==> src/rtl/fir_pkg.sv <==
// Shared definitions for the FIR stream datapath: arbiter FSM states, the
// channel-index width helper and the default sample width used by the FIR wrapper.
package fir_pkg;

  localparam int FIR_DATA_W = 64;

  typedef enum logic {
    ST_IDLE = 1'b0,
    ST_XFER = 1'b1
  } arb_state_t;

  // At least one bit so a single-channel index is still a legal vector.
  function automatic int ch_idx_w(input int n);
    return (n > 1) ? $clog2(n) : 1;
  endfunction

endpackage

==> src/rtl/fir_stream_arbiter_rr_pick.sv <==
// Combinational round-robin priority encoder: first requester found scanning
// rr_ptr+1, rr_ptr+2, ... modulo N_CH.
module rr_pick
  import fir_pkg::*;
#(
  parameter int N_CH  = 4,
  parameter int IDX_W = 2
) (
  input  logic [N_CH-1:0]  req,
  input  logic [IDX_W-1:0] rr_ptr,
  output logic             found,
  output logic [IDX_W-1:0] idx
);

  logic [IDX_W:0]   sum;
  logic [IDX_W-1:0] cand;

  always_comb begin
    found = 1'b0;
    idx   = '0;
    sum   = '0;
    cand  = '0;
    for (int i = 1; i <= N_CH; i++) begin
      sum = {1'b0, rr_ptr} + (IDX_W+1)'(i);
      if (sum >= (IDX_W+1)'(N_CH)) sum = sum - (IDX_W+1)'(N_CH);
      cand = sum[IDX_W-1:0];
      if (!found && req[cand]) begin
        found = 1'b1;
        idx   = cand;
      end
    end
  end

endmodule

==> src/rtl/fir_stream_arbiter.sv <==
// Packet-granular round-robin arbiter feeding the shared FIR slave port; tags each
// packet with its source index and force-terminates packets longer than max_beats.
module fir_stream_arbiter
  import fir_pkg::*;
#(
  parameter int N_CH   = 4,
  parameter int DATA_W = FIR_DATA_W,
  parameter int CNT_W  = 16
) (
  input  logic                        s00_axis_aclk,
  input  logic                        s00_axis_aresetn,
  input  logic [N_CH*DATA_W-1:0]      s_axis_tdata,
  input  logic [N_CH-1:0]             s_axis_tvalid,
  input  logic [N_CH-1:0]             s_axis_tlast,
  output logic [N_CH-1:0]             s_axis_tready,
  output logic [DATA_W-1:0]           m00_axis_tdata,
  output logic                        m00_axis_tvalid,
  output logic                        m00_axis_tlast,
  input  logic                        m00_axis_tready,
  output logic [ch_idx_w(N_CH)-1:0]   m00_axis_tuser,
  input  logic [CNT_W-1:0]            max_beats,
  output logic                        busy,
  output logic [N_CH-1:0]             trunc_err,
  input  logic                        err_clr,
  output arb_state_t                  state_dbg
);

  localparam int IDX_W = ch_idx_w(N_CH);

  arb_state_t       state_q, state_d;
  logic [IDX_W-1:0] grant_q, rr_ptr_q, pick_idx;
  logic [CNT_W-1:0] beat_cnt_q, lim_q;
  logic [N_CH-1:0]  trunc_err_q, trunc_vec;
  logic             pick_found, xfer, src_valid, src_last, lim_hit;
  logic             accept, last_beat, trunc_set;
  logic [DATA_W-1:0] src_data;

  rr_pick #(.N_CH(N_CH), .IDX_W(IDX_W)) u_rr_pick (
    .req    (s_axis_tvalid),
    .rr_ptr (rr_ptr_q),
    .found  (pick_found),
    .idx    (pick_idx)
  );

  // Handshake: a beat moves when tvalid & tready are both high at the clock edge;
  // tvalid/tdata/tlast/tuser never depend on tready and hold while stalled.
  always_comb begin
    xfer      = (state_q == ST_XFER);
    src_valid = s_axis_tvalid[grant_q];
    src_last  = s_axis_tlast[grant_q];
    src_data  = s_axis_tdata[int'(grant_q)*DATA_W +: DATA_W];
    lim_hit   = (lim_q != '0) && (beat_cnt_q == lim_q - CNT_W'(1));

    m00_axis_tvalid = xfer & src_valid;
    m00_axis_tdata  = xfer ? src_data : '0;
    m00_axis_tuser  = xfer ? grant_q : '0;
    m00_axis_tlast  = m00_axis_tvalid & (src_last | lim_hit);
    s_axis_tready   = '0;
    if (xfer) s_axis_tready[grant_q] = m00_axis_tready;

    accept    = m00_axis_tvalid & m00_axis_tready;
    last_beat = accept & (src_last | lim_hit);
    trunc_set = accept & lim_hit & ~src_last;
    trunc_vec = '0;
    if (trunc_set) trunc_vec[grant_q] = 1'b1;

    state_d = state_q;
    case (state_q)
      ST_IDLE: if (pick_found) state_d = ST_XFER;
      ST_XFER: if (last_beat)  state_d = ST_IDLE;
      default: state_d = ST_IDLE;
    endcase
  end

  always_ff @(posedge s00_axis_aclk or negedge s00_axis_aresetn) begin
    if (!s00_axis_aresetn) begin
      state_q     <= ST_IDLE;
      grant_q     <= '0;
      rr_ptr_q    <= IDX_W'(N_CH - 1);
      beat_cnt_q  <= '0;
      lim_q       <= '0;
      trunc_err_q <= '0;
    end else begin
      state_q <= state_d;
      if (state_q == ST_IDLE && pick_found) begin
        grant_q    <= pick_idx;
        lim_q      <= max_beats;
        beat_cnt_q <= '0;
      end else if (accept && beat_cnt_q != '1) begin
        beat_cnt_q <= beat_cnt_q + CNT_W'(1);
      end
      if (last_beat) rr_ptr_q <= grant_q;
      // A truncation landing with err_clr keeps its flag.
      trunc_err_q <= (err_clr ? '0 : trunc_err_q) | trunc_vec;
    end
  end

  assign busy      = xfer;
  assign trunc_err = trunc_err_q;
  assign state_dbg = state_q;

endmodule

==> config.mk <==
export PLATFORM = sky130hd
export DESIGN_NAME = fir_stream_arbiter
export DESIGN_NICKNAME = d
export VERILOG_FILES = /design/src/rtl/fir_pkg.sv /design/src/rtl/fir_stream_arbiter_rr_pick.sv /design/src/rtl/fir_stream_arbiter.sv
export SDC_FILE = /design/constraint.sdc
export NUM_CORES = 1
export LEC_CHECK = 0
export CAP_MARGIN = 20
export CORE_AREA = 2 2 142 144
export DETAILED_ROUTE_END_ITERATION = 7
export DIE_AREA = 0 0 144 146
export PLACE_DENSITY_LB_ADDON = 0.05
export SYNTH_ARGS = -nofsm -noshare
export SYNTH_HDL_FRONTEND = slang
export SYNTH_SLANG_ARGS = --single-unit
==> constraint.sdc <==
create_clock -name s00_axis_aclk -period 3.6 [get_ports s00_axis_aclk]
set_input_delay 0.72 -clock s00_axis_aclk [delete_from_list [all_inputs] [get_ports s00_axis_aclk]]
set_output_delay 0.72 -clock s00_axis_aclk [all_outputs]
set_load 0.1 [all_outputs]
# After elaboration in Yosys (flattened, before gate mapping)
# Cells that the tools add are included.
# totals
reg_bits	41
input_bits	284
output_inout_bits	78
# classes
n_addsub	10
n_lt_le_gt_ge	10
n_eq_ne	2
n_shift	1
n_mux	36
bitwise	11
reduce_logical	12
# op_table
operator	n
$shiftx 256x9->64	1
$mux 64	1
$mux 16	2
$mux 2	9
$add 16x1->16 const B	1
$eq 16x16->1	1
$ne 16x16->1 const B	1
$reduce_bool 16->1	1
$sub 16x1->16 const B	1
$lt 2x3->1 const B	5
$mux 1	13
$bmux 1 s2	6
$ge 3x3->1 const B	4
$mux 4	3
$sub 2x1->2 const B	4
$logic_and 1x1->1	7
$add 2x2->3 const B	2
$and 1x1->1	6
$and 4x4->4	1
$or 4x4->4	1
$add 2x1->3 const B	1
$add 2x3->3 const B	1
$logic_not 1->1	3
$demux 1 s2	1
5 further kinds	6

# Depth between registers and ports, before layout
# depth
depth_word	17
ltp_mapped	9

# Cells and area by module
# Synthesis repeated with hierarchy kept, for this count alone.
# hier_totals
hier_cells	429
area_unflattened_um2	4565.6
# by_module_without_submodules
mod	instances	cells_each	area_per_inst_um2
fir_stream_arbiter	1	415	4474.3
rr_pick	1	14	91.3

# Worst setup path before layout
# OpenSTA, ideal clock, no wires.
# synth_timing
path_type	register -> output
startpoint	register state_q (netlist: busy)
endpoint	output port s_axis_tready[1]
arrival_time_ps	4056
required_time_ps	2880
slack_ps	-1176
stages_incl_launch_ff	5
cell_sequence	dfrtp_1 inv_1 nor2_1 nand2_1 nor2_1
# synth_between
elab_chain_len	1
# synth_lines
element	line	rtl
start: declaration	fir_stream_arbiter.sv:30	arb_state_t state_q, state_d;
start signal: assignment	fir_stream_arbiter.sv:84	state_q <= state_d;
$mux 4	fir_stream_arbiter.sv:59	if (xfer) s_axis_tready[grant_q] = m00_axis_tready;
end: declaration	fir_stream_arbiter.sv:15	output logic [N_CH-1:0] s_axis_tready,
# No other way between the ends.

# Worst setup path in the final report
# layout_timing
startpoint	register lim_q[1]
endpoint	output port m00_axis_tlast
# layout_between
elab_chain_len	5
elab_cells_between_ends	6
cone_classes	add/sub: 1; eq/ne: 1; bitwise: 2; reduce/logical: 2
# layout_lines
element	line	rtl
start: declaration	fir_stream_arbiter.sv:32	logic [CNT_W-1:0] beat_cnt_q, lim_q;
start signal: assignment	fir_stream_arbiter.sv:87	lim_q <= max_beats;
$sub 16x1->16	fir_stream_arbiter.sv:52	lim_hit = (lim_q != '0) && (beat_cnt_q == lim_q - CNT_W'(1));
$eq 16x16->1	fir_stream_arbiter.sv:52	
$logic_and 1x1->1 *	fir_stream_arbiter.sv:52	
$or 1x1->1 *	fir_stream_arbiter.sv:57	m00_axis_tlast = m00_axis_tvalid & (src_last | lim_hit);
$and 1x1->1 *	fir_stream_arbiter.sv:57	
end: declaration	fir_stream_arbiter.sv:18	output logic m00_axis_tlast,
# Every way passes the cells marked *; elsewhere a longest branch is shown, timed or not.

==> results.cfg <==
[logic_synthesis]
synth_top_area_share_pct = 32.4
synth_warnings = 0
ys_ff_latch = 41
yosysSeqAreaShare_pct = 22.4
syn_area_per_cell_um2 = 10.7
synth_top_area_cell = mux4_2
syn-cell-area_um2 = 4590
synth_ff_type = dfrtp_1
synth_area_leaders = mux4_2, dfrtp_1, and2_1, mux2_2, xor2_1
synthCells = 427
synth_edf_count = 0
synthArstFlopShare_pct = 100
syn-num-nets = 713
ys_types = 55

[setup_path]
start_kind = flop
cp_max_fo = 11
arrival_ps = 2700
rr_worst_depth = 8
crit_required_ps = 2880
r2r-end = trunc_err[3]$_DFF_PN0_
criticalPathCategory = reg -> out
worstSetupEndpointType = primary output
r2r-start = lim_q[0]$_DFFE_PN0P_
ff2ff_setup_slack_ps = 1140

[min_path]
hp-class = reg -> reg
hold_depth = 2
hp-start = trunc_err[1]$_DFF_PN0_
min_to = trunc_err[1]$_DFF_PN0_

[placed_design]
dp_hpwl_mm = 21.2
portBuffers = 361
dpl_cell_area_um2 = 8320
place.gp.congestion = 0.920
placedCellCount = 1026

[global_route]
grt_pass1_vias = 5103
overflow = 0
grt_max_degree = 42
track_usage_pct = 22.6
grt_antenna_before_repair = 7
grt_pass1_wl_mm = 35.0

[die]
core_area_um2 = 19300
dieArea_um2 = 21000
die_h_um = 146
num_io_pins = 362
num_rows = 51
fp.dieW_um = 144
start_util_pct = 23.7

[drt]
viasPerCell = 4.93
first_iter_violations = 285
num_vias = 5120
route.final.wire_length_mm = 24.8
wl_per_cell_um = 23.9
drc = 0
first_pass_iters = 4
ant_nets = 0

[finish]
final_common_cell = clkdlybuf4s50_1
areaGrowthSynthToFinish_pct = 85.6
layout_common_cells = clkdlybuf4s50_1, buf_4, and2_1
finish.instance_area_um2 = 8520
drive_gt1_share_pct = 25.4
stdcell_count = 1039
final_nets = 1054

[sta]
holdWs_ps = 501
post-route-period-util_pct = 94.9
setup_tns_ps = 0
setup_viol = 0
max_freq_ghz = 0.293
rsz0062_at_grt = no
tightest_slew_ps = 1050
slew_headroom_pct = 30.0
fin_skew_ps = 4.58
maxSlewViolCount = 0
hold_violations = 0
period_minus_slack_ps = 3420

[clock_network]
clock-sinks = 41
clock_latency_ps = 280
cts-root-buf = clkbuf_16
cts_buffer_depth = 2
cts_tree = done
cts_max_level = 2
path_clk_slew_ps = 60
cts_buffers = 5

[power_and_ir_drop]
fin_total_pwr_mw = 8.28
powerDensity_nw_per_um2 = 972
p_leak_nw = 3.27
worst_ir_drop_vdd_uv = 378

[run_status]
outcome = finished, final reports clean

[flow_run]
drv_cap = 0
worst max-delay path by stage:
stage	slack, ps	start	to
finish	180	lim_q[1]$_DFFE_PN0P_	m00_axis_tlast
global route	9	lim_q[1]$_DFFE_PN0P_	m00_axis_tlast
CTS	5	lim_q[0]$_DFFE_PN0P_	m00_axis_tlast
detailed placement	280	lim_q[0]$_DFFE_PN0P_	m00_axis_tlast
global placement	370	lim_q[0]$_DFFE_PN0P_	m00_axis_tlast
floorplan	40	busy$_DFF_PN0_	s_axis_tready[1]
cells by family (layout without fill, tap and decap cells):
kind of cell	count (synthesis)	count (layout)	synth area share, %
other	0	5	0
AO/OA/AOI/OAI	39	39	6.35
adder cells (fa/ha/maj)	2	2	0.545
AND/OR/NAND/NOR	182	182	23.4
multiplexers	84	84	36.8
flip-flops	41	41	22.4
buffers and inverters	47	389	4.36
XOR/XNOR	32	32	6.11
synth_stat cells, types with 3 or more instances:
cell	number
a21oi_1	4
a2bb2oi_1	3
a31oi_1	5
and2_1	71
and3_1	6
buf_2	7
buf_4	4
clkbuf_1	25
dfrtp_1	39
inv_1	11
mux2_2	14
mux2i_1	3
mux4_2	66
nand2_1	11
nand3_1	16
nand4_1	13
nor2_1	31
nor3_1	7
nor4_1	3
o21ai_0	8
o22ai_1	3
xnor2_1	15
xor2_1	17
state kept, by name, indices dropped and copies added, names as in the netlist:
signal      cells
lim_q          16
trunc_err       4
busy            1
grant_q         2
rr_ptr_q        2
beat_cnt_q     16
repair_timing:
item | in CTS | in global routing
endpoints found under the setup margin | 1 | 1
setup buffers | 0 | 0
endpoints found under the hold margin | 0 | 0
hold buffers | 0 | 0
pin swaps | 0 | 1
resized for setup | 1 | 2
cell type report:
cell class / instances / area (um2)
multi-input combinational: 339 / 3390
inverter: 11 / 41.3
timing repair buffer: 370 / 3530
clock buffer: 6 / 139
clock inverter: 2 / 37.5
tap: 265 / 332
sequential: 41 / 1040
fill: 1879 / 10800
antenna: 5 / 12.5
where the power goes:
group / switching, mW / total, mW / leakage, nW / internal, mW
Combinational: 4.69 / 6.78 / 2.67 / 2.10
Clock: 0.179 / 0.525 / 0.0831 / 0.346
Sequential: 0.361 / 0.972 / 0.515 / 0.611
Total: 5.23 / 8.28 / 3.27 / 3.05
through the flow:
step / worst slack (ps) / util (%)
2_1_floorplan: 39.2 / -
6_report: 184 / 44.1
4_1_cts: 5.27 / 44.0
3_5_place_dp: 277 / 43.0
3_3_place_gp: 374 / 43.0
5_1_grt: 9.29 / 44.1
worst max-delay path, stage by stage (launching register included):
cell	delay, ps
dfrtp_1	440
inv_1	90
ha_2	240
and2b_1	180
or3_1	340
a31oi_1	250
and3_1	210
a41oi_2	180
and2b_1	290
buf_12	190
layer usage:
layer	share of wire, %	global-route usage (%)	vias to the layer above	wire, um
met4	1.3	4.95	2	327
li1	-	-	2312	-
met1	40	28.8	2587	9970
met2	51	38.8	201	12600
met3	7.8	5.23	18	1940
met5	0.068	0	-	17
(Power assumes the default switching activity.)
